`src/rtl/instruction_fetch.sv`:
```
// instruction_fetch: fetch stage of the 5-stage pipeline.
//
// Holds the architectural fetch PC, drives a request/ready handshake to
// instruction memory (arbitrary wait states) and owns the IF/ID register.
// Supports a hazard-unit stall and a branch/jump redirect from later stages.
//
// Ports:
//   clk, reset       rising-edge clock, synchronous active-high reset
//   imem_addr/req    fetch address and request to instruction memory
//   imem_ready/data  memory response; data valid for imem_addr when ready
//   stall            hold IF/ID contents
//   redirect(_pc)    flush IF/ID and refetch from redirect_pc
//   instruction_out  IF/ID instruction
//   nextPC_out       IF/ID PC+4 of instruction_out
//   valid_out        IF/ID holds a real instruction
module instruction_fetch #(
  parameter int unsigned     SIZE      = 32,
  parameter logic [0:SIZE-1] RESET_PC  = 32'h0000_0000,
  parameter logic [0:SIZE-1] NOP_INSTR = 32'h5400_0000
) (
  input  logic            clk,
  input  logic            reset,
  output logic [0:SIZE-1] imem_addr,
  output logic            imem_req,
  input  logic            imem_ready,
  input  logic [0:SIZE-1] imem_data,
  input  logic            stall,
  input  logic            redirect,
  input  logic [0:SIZE-1] redirect_pc,
  output logic [0:SIZE-1] instruction_out,
  output logic [0:SIZE-1] nextPC_out,
  output logic            valid_out
);

  // StHold: a returned word is parked in the buffer while decode stalls.
  // StDiscard: a redirect arrived mid-wait; the outstanding word is dropped.
  typedef enum logic [1:0] {StFetch, StHold, StDiscard} state_e;

  state_e          state_q, state_d;
  logic [0:SIZE-1] fetch_pc_q, fetch_pc_d;
  logic [0:SIZE-1] target_pc_q, target_pc_d;
  logic [0:SIZE-1] buf_instr_q, buf_instr_d;
  logic [0:SIZE-1] buf_npc_q, buf_npc_d;
  logic [0:SIZE-1] instr_q, instr_d;
  logic [0:SIZE-1] npc_q, npc_d;
  logic            valid_q, valid_d;
  logic [0:SIZE-1] pc_plus4;

  assign pc_plus4 = fetch_pc_q + SIZE'(4);

  always_comb begin
    state_d     = state_q;
    fetch_pc_d  = fetch_pc_q;
    target_pc_d = target_pc_q;
    buf_instr_d = buf_instr_q;
    buf_npc_d   = buf_npc_q;
    instr_d     = instr_q;
    npc_d       = npc_q;
    valid_d     = valid_q;

    unique case (state_q)
      StFetch: begin
        if (imem_ready) begin
          if (redirect) begin
            fetch_pc_d = redirect_pc;
            instr_d    = NOP_INSTR;
            valid_d    = 1'b0;
          end else if (!stall) begin
            instr_d    = imem_data;
            npc_d      = pc_plus4;
            valid_d    = 1'b1;
            fetch_pc_d = pc_plus4;
          end else begin
            buf_instr_d = imem_data;
            buf_npc_d   = pc_plus4;
            fetch_pc_d  = pc_plus4;
            state_d     = StHold;
          end
        end else if (redirect) begin
          // Keep fetch_pc so imem_addr stays stable until the pending ready.
          target_pc_d = redirect_pc;
          instr_d     = NOP_INSTR;
          valid_d     = 1'b0;
          state_d     = StDiscard;
        end else if (!stall) begin
          instr_d = NOP_INSTR;
          valid_d = 1'b0;
        end
      end

      StHold: begin
        if (redirect) begin
          fetch_pc_d = redirect_pc;
          instr_d    = NOP_INSTR;
          valid_d    = 1'b0;
          state_d    = StFetch;
        end else if (!stall) begin
          instr_d = buf_instr_q;
          npc_d   = buf_npc_q;
          valid_d = 1'b1;
          state_d = StFetch;
        end
      end

      StDiscard: begin
        if (redirect) target_pc_d = redirect_pc;
        if (imem_ready) begin
          fetch_pc_d = redirect ? redirect_pc : target_pc_q;
          state_d    = StFetch;
        end
        if (redirect || !stall) begin
          instr_d = NOP_INSTR;
          valid_d = 1'b0;
        end
      end

      default: state_d = StFetch;
    endcase
  end

  always_ff @(posedge clk) begin
    if (reset) begin
      state_q     <= StFetch;
      fetch_pc_q  <= RESET_PC;
      target_pc_q <= '0;
      buf_instr_q <= '0;
      buf_npc_q   <= '0;
      instr_q     <= NOP_INSTR;
      npc_q       <= '0;
      valid_q     <= 1'b0;
    end else begin
      state_q     <= state_d;
      fetch_pc_q  <= fetch_pc_d;
      target_pc_q <= target_pc_d;
      buf_instr_q <= buf_instr_d;
      buf_npc_q   <= buf_npc_d;
      instr_q     <= instr_d;
      npc_q       <= npc_d;
      valid_q     <= valid_d;
    end
  end

  assign imem_addr       = fetch_pc_q;
  assign imem_req        = !reset && (state_q == StFetch || state_q == StDiscard);
  assign instruction_out = instr_q;
  assign nextPC_out      = npc_q;
  assign valid_out       = valid_q;

endmodule
```
`config.mk`:
```
export PLATFORM = sky130hd
export DESIGN_NAME = instruction_fetch
export DESIGN_NICKNAME = d
export VERILOG_FILES = /design/src/rtl/instruction_fetch.sv
export SDC_FILE = /design/constraint.sdc
export NUM_CORES = 1
export LEC_CHECK = 0
export BUFFER_PORTS_ARGS = -buffer_cell sky130_fd_sc_hd__buf_2
export CORE_UTILIZATION = 33
export DETAILED_ROUTE_END_ITERATION = 6
export PLACE_DENSITY = 0.53
export SLEW_MARGIN = 20
export SYNTH_ARGS = -nofsm -noshare
export SYNTH_HDL_FRONTEND = slang
export SYNTH_SLANG_ARGS = --single-unit
```
`constraint.sdc`:
```
create_clock -name clk -period 3.1 [get_ports clk]
set_input_delay 0.62 -clock clk [delete_from_list [all_inputs] [get_ports clk]]
set_output_delay 0.62 -clock clk [all_outputs]
set_load 0.005 [all_outputs]
```
Word-level counts from Yosys, hierarchy flattened
Cells that the tools add are included.
{ "op_classes": {"muxes": 38, "reduce_logical": 16, "add_sub_neg": 1, "mul": 0, "bitwise_logic": 1, "eq_ne": 17, "magnitude_cmp": 0, "n_div": 0, "shift": 0} }
{ "op_table": {"columns": ["operator", "count"], "rows": [
  ["2-to-1 mux 32 bit", 19],
  ["case mux 32 bit (3 select lines)", 2],
  ["case mux 32 bit (2 select lines)", 2],
  ["adder 32 x 3 -> 32 bit (second input constant)", 1],
  ["inequality test 2 bit (second input constant)", 9],
  ["inequality test 3 bit (second input constant)", 5],
  ["2-to-1 mux 2 bit", 7],
  ["AND reduction 4 bit", 3],
  ["2-to-1 mux 1 bit", 6],
  ["case mux 2 bit (3 select lines)", 1],
  ["AND reduction 6 bit", 1],
  ["AND reduction 5 bit", 1],
  ["inequality test 4 bit (second input constant)", 1],
  ["nonzero test 2 bit", 2],
  ["case mux 1 bit (3 select lines)", 1],
  ["AND reduction 3 bit", 1],
  ["nonzero test 3 bit", 1],
  ["equality test 2 x 1 -> 1 bit (second input constant)", 1],
  ["equality test 2 bit (second input constant)", 1],
  ["zero test 1 bit", 2],
  ["zero test 2 bit", 1],
  ["logical OR 1 bit", 2],
  ["AND reduction 2 bit", 1],
  ["logical AND 1 bit", 1],
  ["NOT 1 bit", 1]
]} }
{ "word_totals": {"rom_bits": 0, "latchBits": 0, "word_cells": 81, "ff_bits": 195, "memories": 0, "output_inout_bits": 98, "mem_bits_rw": 0} }

Logic depth before layout (Yosys ltp)
Gate-level depths: netlist (run 1).
{ "logic_depth": {"word_depth": 5, "mapped_depth": 10} }

Least setup slack after synthesis (run 1)
No wires, ideal clock.
{ "synth_timing": {"path_kind": "flip-flop to flip-flop", "from": "register state_q[0]", "to": "register fetch_pc_q (netlist bit imem_addr[0])", "setup_slack_ps": 894, "stages_incl_launch_ff": 11, "setup_time_ps": 133, "arrival_ps": 2073, "synth_period_minus_slack_ps": 2206, "cell_sequence": "dfxtp_1 -> inv_1 -> ha_1 -> buf_2 -> and2_1 -> clkbuf_1 -> a21o_1 -> buf_2 -> a221o_1 -> nor3b_1 -> nor4_1"} }
{ "synth_via": {"elab_chain_cells": 3, "word_cells_on_any_way": 9, "classes_between": "eq/ne: 5; mux: 1; reduce/logical: 3"} }
{ "synth_rtl": {"columns": ["element", "line_no", "source"], "rows": [
  ["from (decl)", "39", "state_e state_q, state_d;"],
  ["from (signal assigned)", "123", "state_q <= StFetch;"],
  ["from (signal assigned)", "132", "state_q <= state_d;"],
  ["equality test 2 x 1 -> 1 bit (tied with other cells)", "61", "unique case (state_q)"],
  ["inequality test 2 bit (no source line) / nonzero test 3 bit (equally long branches)", null, null],
  ["AND reduction 4 bit (no source line)", null, null],
  ["to (signal assigned)", "133", "fetch_pc_q <= fetch_pc_d;"],
  ["to (decl)", "40", "logic [0:SIZE-1] fetch_pc_q, fetch_pc_d;"]
]} }
Several ways; a longest one is shown, not always the timed one.
A chain may end at the register's enable or synchronous reset.

Worst setup path after layout (run 1)
{ "layout_timing": {"from": "register state_q[0]", "to": "register npc_q (netlist bit nextPC_out[0])"} }
{ "layout_via": {"elab_chain_cells": 3, "word_cells_on_any_way": 10, "classes_between": "eq/ne: 6; mux: 1; reduce/logical: 3"} }
{ "layout_rtl": {"columns": ["element", "line_no", "source"], "rows": [
  ["equality test 2 x 1 -> 1 bit / zero test 2 bit (equally long branches)", "61", null],
  ["inequality test 2 bit (no source line) / nonzero test 2 bit (equally long branches)", null, null],
  ["AND reduction 6 bit (no source line)", null, null],
  ["to (signal assigned)", "138", "npc_q <= npc_d;"],
  ["to (decl)", "45", "logic [0:SIZE-1] npc_q, npc_d;"]
]} }
Several ways; a longest one is shown, not always the timed one.

==> results of run 1 <==
[worst min path at each step]
| stage | start | cells past startpoint | end |
|---|---|---|---|
| floorplan | target_pc_q[8]$_SDFFE_PP0P_ | 2 | target_pc_q[8]$_SDFFE_PP0P_ |
| global placement | nextPC_out[22]$_SDFFE_PP0P_ | 2 | nextPC_out[22]$_SDFFE_PP0P_ |
| detailed placement | nextPC_out[22]$_SDFFE_PP0P_ | 2 | nextPC_out[22]$_SDFFE_PP0P_ |
| CTS | imem_data[13] | 3 | buf_instr_q[13]$_SDFFE_PP0P_ |
| global route | imem_data[15] | 3 | buf_instr_q[15]$_SDFFE_PP0P_ |
| finish | imem_data[18] | 3 | buf_instr_q[18]$_SDFFE_PP0P_ |
[sequential cells by signal, indices dropped and copies added (netlist names)]
signal / count
state_q: 2
buf_instr_q: 32
nextPC_out: 32
buf_npc_q: 32
valid_out: 1
instruction_out: 32
imem_addr: 32
target_pc_q: 32
[area by class of cell]
| cell class | instances | area share, % |
|---|---|---|
| inverters | 9 | 0.317 |
| diodes | 4 | 0.0938 |
| repair buffers | 191 | 9.72 |
| clock inverters | 15 | 1.94 |
| multi-input cells | 824 | 43.3 |
| flip-flops and latches | 195 | 36.6 |
| well taps | 341 | 4.00 |
| clock buffers | 17 | 3.99 |
[power by group through the flow]
stage / sequential, mW / combinational (mW) / clock [mW]
floorplan: 2.86 / 0.817 / 0
global placement: 2.90 / 1.21 / 0
detailed placement: 2.91 / 1.22 / 0
CTS: 2.85 / 1.22 / 2.43
global route: 2.87 / 1.36 / 2.52
finish: 2.85 / 1.21 / 2.36
[worst register-to-register path: cells and delay by family (launching register included)]
family | cells | cell delay (ns)
mux | 1 | 0.17
buf+inv | 1 | 0.11
compound gates | 1 | 0.27
fa+ha+maj | 1 | 0.31
simple gates | 3 | 1.14
flops | 1 | 0.41
[cell usage after synthesis (2+ instances only)]
cell type  count  area (um2)
a21oi_1      146         731
clkbuf_1      69         259
nand4_2        2        25.0
nand2b_1      23         144
nand2_1      171         642
o21ai_0       14        70.1
inv_1          9        33.8
o32ai_1        3        26.3
buf_6          4        45.0
a22oi_1       36         270
nor2b_1        8        50.1
ha_1           5        62.6
a221oi_1      14         123
a211o_1        2        17.5
a211oi_1      35         263
buf_1         10        37.5
nor3_1        57         285
nand3b_1       3        22.5
o211ai_1      18         135
or2_2          2        12.5
a31oi_1        4        25.0
or3_1          4        25.0
o22ai_1       15        93.8
and4_1         4        35.0
buf_4          6        45.0
xor2_1        14         123
nor4_1        10        62.6
nand4_1       14        87.6
nor2_1       118         443
nand3_1       22         110
dfxtp_1      195        3900
a22o_1         2        17.5
and2_1         4        25.0
a21o_1         3        22.5
mux2i_1        6        60.1
xnor2_1       13         114
a221o_1        9        90.1
o31a_1         3        26.3
and3_1        18         113
nor3b_1        6        45.0
buf_2         15        75.1
a222oi_1       2        20.0
[kinds of logic (layout without fill, tap and decap cells)]
| kind of cell | Yosys count | count (layout) | share of synthesized area [%] |
|---|---|---|---|
| adders and majority gates | 5 | 5 | 0.696 |
| other | 0 | 4 | 0 |
| muxes | 7 | 7 | 0.794 |
| AOI/OAI and AO/OA | 315 | 315 | 22.6 |
| buffers and inverters | 113 | 232 | 5.51 |
| and+or+nand+nor | 470 | 470 | 24.4 |
| xor gates and xnor gates | 27 | 27 | 2.63 |
| DFF | 195 | 195 | 43.4 |
[metrics by stage]
| stage | instance area, um2 | hold WS, ns | total power, mW | cells |
|---|---|---|---|---|
| global route | 10700 | 0.402 | 6.75 | 1594 |
| detailed placement | 10000 | 0.440 | 4.13 | 1560 |
| floorplan | 8990 | 0.434 | 3.68 | 1132 |
| global placement | 10000 | 0.440 | 4.11 | 1560 |
| finish | 10700 | 0.415 | 6.43 | 1596 |
| CTS | 10700 | 0.392 | 6.50 | 1592 |
[layer usage]
layer  track usage, %  vias up
li1                 -     4244
met1             28.2     3932
met2             28.7      207
met3             4.16       27
met4             6.44        2
met5                0        -
==> results.py, run 1 <==
metrics = {
    "run_status": {
        "outcome": "complete, no violations",
    },
    "critical_path": {
        "cpPeakStageDelay_ns": 0.41,
        "regToRegEndpoint": "nextPC_out[0]$_SDFFE_PP0P_",
        "reg2regPathDepth": 7,
        "cp_slowest_cell": "dfxtp_1",
        "crit_fanout": 13,
        "start_kind": "register",
        "cp-endpoint": "nextPC_out[0]$_SDFFE_PP0P_",
        "cp.depth": 7,
        "worstPathCellList": "inv_1 -> ha_1 -> mux2i_1 -> or3_1 -> nor2_1 -> nand2_1 -> o22ai_1",
        "critPathLaunch": "state_q[0]$_SDFFE_PP0P_",
        "reg2reg_slack_ns": 0.63,
        "critPathRequiredTime_ns": 3.47,
        "crit_buf_inv": 1,
        "worstSetupEndpointType": "register",
        "worstPathArrival_ns": 2.84,
        "r2r-start": "state_q[0]$_SDFFE_PP0P_",
        "path_delay_family": "simple AND/OR/NAND/NOR gates",
        "path_class": "register to register",
    },
    "sta": {
        "slew_headroom_pct": 47.8,
        "drv_slew": 0,
        "worst_slack_ns": 0.630,
        "finClkSkew_ns": 0.0155,
        "tightest_slew_ns": 0.776,
        "rsz0062_at_grt": "no",
        "fin_crit_sh_pct": 79.7,
        "fmax_mhz": 405,
        "setup-violations-final": 0,
        "hold_viol_final": 0,
        "period_needed_ns": 2.47,
        "fin_setup_tns_ns": 0,
    },
    "detailed_routing": {
        "drt_iter0_markers": 556,
        "dr_wl_met3_mm": 1.60,
        "vias_per_cell": 5.27,
        "wire_per_inst_um": 17.2,
        "m1WireLength_mm": 13.4,
        "route.detailed.drc": 0,
        "via_count": 8412,
        "ant_nets": 0,
        "drt_wl_total_mm": 27.4,
        "wl_met2_mm": 12.0,
        "dr.pass1.iters": 5,
        "highest_layer": "met5",
    },
    "clock_tree": {
        "cts_made_buffers": 17,
        "path_clk_slew_ns": 0.09,
        "cts_max_path_buffers": 2,
        "cts_sinks": 195,
        "post_cts_buffers": 0,
        "cts_resized": 0,
        "cts_tree": "yes",
        "clock_latency_ns": 0.44,
        "clockRootBuffer": "clkbuf_16",
        "htreeDepth": 4,
        "ctsHoldBuffers": 0,
    },
    "cells_and_area": {
        "drive_above_1_share_pct": 19.3,
        "final_cell_mix": "195 x dfxtp_1, 171 x nand2_1, 165 x buf_2",
        "register_area_mm2": 0.00390,
        "syn2layout_area_growth_pct": 18.7,
        "final_common_cell": "dfxtp_1",
        "multiInputGateArea_mm2": 0.00462,
        "fill_cells": 2820,
        "utilization_pct": 39.8,
        "finalNetCount": 1312,
    },
    "power_and_ir_drop": {
        "p_switching_mw": 2.15,
        "p_leak_nw": 4.08,
        "ir_drop_mv": 0.346,
        "power.share.clock_pct": 36.8,
        "p_seq_share_pct": 44.4,
        "p_per_area_mw_per_mm2": 603,
        "pwr-share-comb_pct": 18.9,
        "internal-power_mw": 4.28,
        "swShare_pct": 33.4,
    },
    "placed_design": {
        "dp_slack_ns": 0.619,
        "gp_congestion": 0.827,
        "io_buffers": 166,
        "hpwl_mm": 18.6,
    },
    "synth": {
        "yosysWarnings": 0,
        "netlist_area_mm2": 0.00899,
        "ys_types": 56,
        "synth_nets": 1206,
        "synth_edf_count": 0,
        "synth_cells": 1132,
        "synth_seq_cells": 195,
        "synthFlopType": "dfxtp_1",
        "async_flop_share_pct": 0,
        "synth.avg_cell_area_um2": 7.94,
        "ys_seq_area_share_pct": 43.4,
    },
    "global_routing": {
        "grt_overflow": 0,
        "grt_pass1_wl_mm": 43.5,
        "grt_pass1_vias": 7688,
        "grt_start_max_net_pins": 87,
        "antenna_found_initial": 5,
        "grt_util_all_layers_pct": 19.6,
    },
    "floorplanning": {
        "core-area_mm2": 0.0268,
        "dieArea_mm2": 0.0279,
        "die_w_um": 167,
        "ioPinCount": 167,
        "die_height_um": 167,
        "rows": 60,
        "start_util_pct": 33.5,
    },
    "flow_run": {
        "cap_violations": 0,
    },
    "min_path": {
        "min_path_type": "input port to register",
    },
}
Power figures use the tool's default switching activity.
==> run 2: changes to the inputs <==
==> constraint.sdc (replaced) <==
create_clock -name clk -period 2.45 [get_ports clk]
set_input_delay 0.49 -clock clk [delete_from_list [all_inputs] [get_ports clk]]
set_output_delay 0.49 -clock clk [all_outputs]
set_load 0.005 [all_outputs]
==> run 2 against run 1 <==
  * Clock-buffer cell count unchanged
  * Via count increased by 1.4%
  * Routed wire length rose by 2.4%
  * Fmax rose by 8.6%
  * Sequential share of layout area decreased by 0.88 points
  * Highest routed layer unchanged
  * Flip-flop and latch count unchanged
  * Setup slack worse by 0.45 ns
  * Non-clock buffer count rose by 23
==> results.py, run 2 (synthesis gave the netlist of run 1 again) <==
metrics = {
    "clock_tree": {
        "htreeDepth": 4,
        "cts_max_path_buffers": 2,
        "post_cts_buffers": 0,
        "cts_made_buffers": 17,
        "cts_tree": "yes",
        "clockRootBuffer": "clkbuf_16",
        "clock_latency_ns": 0.44,
        "cts_sinks": 195,
        "path_clk_slew_ns": 0.09,
    },
    "placed_design": {
        "io_buffers": 166,
        "hpwl_mm": 19.2,
        "gp_congestion": 0.903,
        "placedInstanceArea_mm2": 0.0103,
    },
    "flow_run": {
        "cap_violations": 0,
    },
    "critical_path": {
        "path_class": "register to register",
        "crit_fanout": 37,
        "reg2reg_slack_ns": 0.18,
        "cp_slowest_cell": "dfxtp_1",
        "cp-endpoint": "imem_addr[3]$_SDFFE_PP0P_",
        "cp.depth": 8,
        "crit_buf_inv": 2,
        "worstPathCellList": "inv_1 -> ha_1 -> o21ba_1 -> or3_1 -> buf_12 -> a221o_1 -> nor3b_1 -> nor4_1",
        "start_kind": "register",
        "critPathLaunch": "state_q[0]$_SDFFE_PP0P_",
        "reg2regPathDepth": 8,
        "cpPeakStageDelay_ns": 0.41,
        "worstPathArrival_ns": 2.58,
        "r2r-start": "state_q[0]$_SDFFE_PP0P_",
        "critPathRequiredTime_ns": 2.75,
        "worstSetupEndpointType": "register",
        "path_delay_family": "simple AND/OR/NAND/NOR gates",
        "regToRegEndpoint": "imem_addr[3]$_SDFFE_PP0P_",
    },
    "global_routing": {
        "grt_pass1_wl_mm": 44.8,
        "grt_overflow": 0,
        "grt_start_max_net_pins": 121,
        "grt_util_all_layers_pct": 20.2,
        "grt_pass1_vias": 7802,
        "antenna_found_initial": 4,
    },
    "detailed_routing": {
        "vias_per_cell": 5.27,
        "drt_iter0_markers": 636,
        "route.detailed.drc": 0,
        "drt_wl_total_mm": 28.1,
        "ant_nets": 0,
        "dr.pass1.iters": 7,
        "wire_per_inst_um": 17.4,
        "via_count": 8530,
    },
    "cells_and_area": {
        "final_cell_mix": "195 x dfxtp_1, 171 x nand2_1, 165 x buf_2",
        "finalNetCount": 1335,
        "final_cell_area_mm2": 0.0109,
        "utilization_pct": 40.8,
        "final_common_cell": "dfxtp_1",
        "drive_above_1_share_pct": 20.9,
        "fill_cells": 2794,
        "syn2layout_area_growth_pct": 21.7,
    },
    "power_and_ir_drop": {
        "p_per_area_mw_per_mm2": 749,
        "ir_drop_mv": 0.360,
        "power_mw": 8.19,
        "p_leak_nw": 4.22,
    },
    "sta": {
        "setup-violations-final": 0,
        "fmax_mhz": 440,
        "fin_hold_ws_ns": 0.280,
        "hold_viol_final": 0,
        "rsz0062_at_grt": "no",
        "finClkSkew_ns": 0.0186,
        "drv_slew": 0,
        "fin_crit_sh_pct": 92.8,
        "period_needed_ns": 2.27,
        "tightest_slew_ns": 0.670,
        "fin_setup_tns_ns": 0,
        "slew_headroom_pct": 55.3,
    },
    "floorplanning": {
        "die_w_um": 167,
        "rows": 60,
        "start_util_pct": 33.5,
        "ioPinCount": 167,
        "dieArea_mm2": 0.0279,
        "core-area_mm2": 0.0268,
        "die_height_um": 167,
    },
    "run_status": {
        "outcome": "complete, no violations",
    },
    "min_path": {
        "min_path_type": "input port to register",
        "holdPathStages": 3,
    },
}
[run 2: cell count changes in the layout (fill, tap and decap cells not counted)]
cell,delta
buf_4,+15
buf_12,+8
inv_12,-4
clkinv_8,+3
a21o_1,-1
a21o_2,+1
clkinv_4,+1
diode_2,-1
[run 2: layout make-up]
cell class	count	area, um2	area share, %
tap	341	427	3.90
clock inverter	15	199	1.82
timing repair buffer	214	1310	12.0
sequential	195	3900	35.7
inverter	9	33.8	0.309
clock buffer	17	425	3.89
multi-input combinational	824	4630	42.3
antenna	3	7.51	0.0687
[run 2: how the worst min path moves through the flow]
stage / startpoint / to
2_1_floorplan: target_pc_q[8]$_SDFFE_PP0P_ / target_pc_q[8]$_SDFFE_PP0P_
3_3_place_gp: buf_instr_q[0]$_SDFFE_PP0P_ / buf_instr_q[0]$_SDFFE_PP0P_
3_5_place_dp: nextPC_out[20]$_SDFFE_PP0P_ / nextPC_out[20]$_SDFFE_PP0P_
4_1_cts: imem_data[16] / buf_instr_q[16]$_SDFFE_PP0P_
5_1_grt: imem_data[14] / buf_instr_q[14]$_SDFFE_PP0P_
6_report: imem_data[16] / buf_instr_q[16]$_SDFFE_PP0P_
[run 2: what timing repair did]
action,in CTS,in global routing
resized for setup,0,1
endpoints found under the setup margin,0,11
hold buffers,0,0
[run 2: worst register-to-register path, delay by kind of cell, from the launching register on]
kind            cells  cell delay [ns]
compound gates      2             0.52
buf+inv             2             0.30
fa+ha+maj           1             0.24
simple gates        3             0.68
flops               1             0.41
[run 2: per-stage QoR]
stage / worst slack [ns] / instances
floorplan: 0.244 / 1132
global placement: 0.128 / 1583
detailed placement: 0.133 / 1583
CTS: 0.0990 / 1615
global route: 0.0306 / 1616
finish: 0.176 / 1618
[run 2: metal layers]
layer / up-vias / global-route usage, % / routed length (um)
li1: 4284 / - / -
met1: 3970 / 29.3 / 13800
met2: 254 / 30.0 / 12300
met3: 20 / 4.56 / 1660
met4: 2 / 4.95 / 295
met5: - / 0 / 10
[run 2: power by group]
group	switching, mW	internal [mW]
Clock	1.51	1.42
Combinational	1.01	0.678
Sequential	0.187	3.39
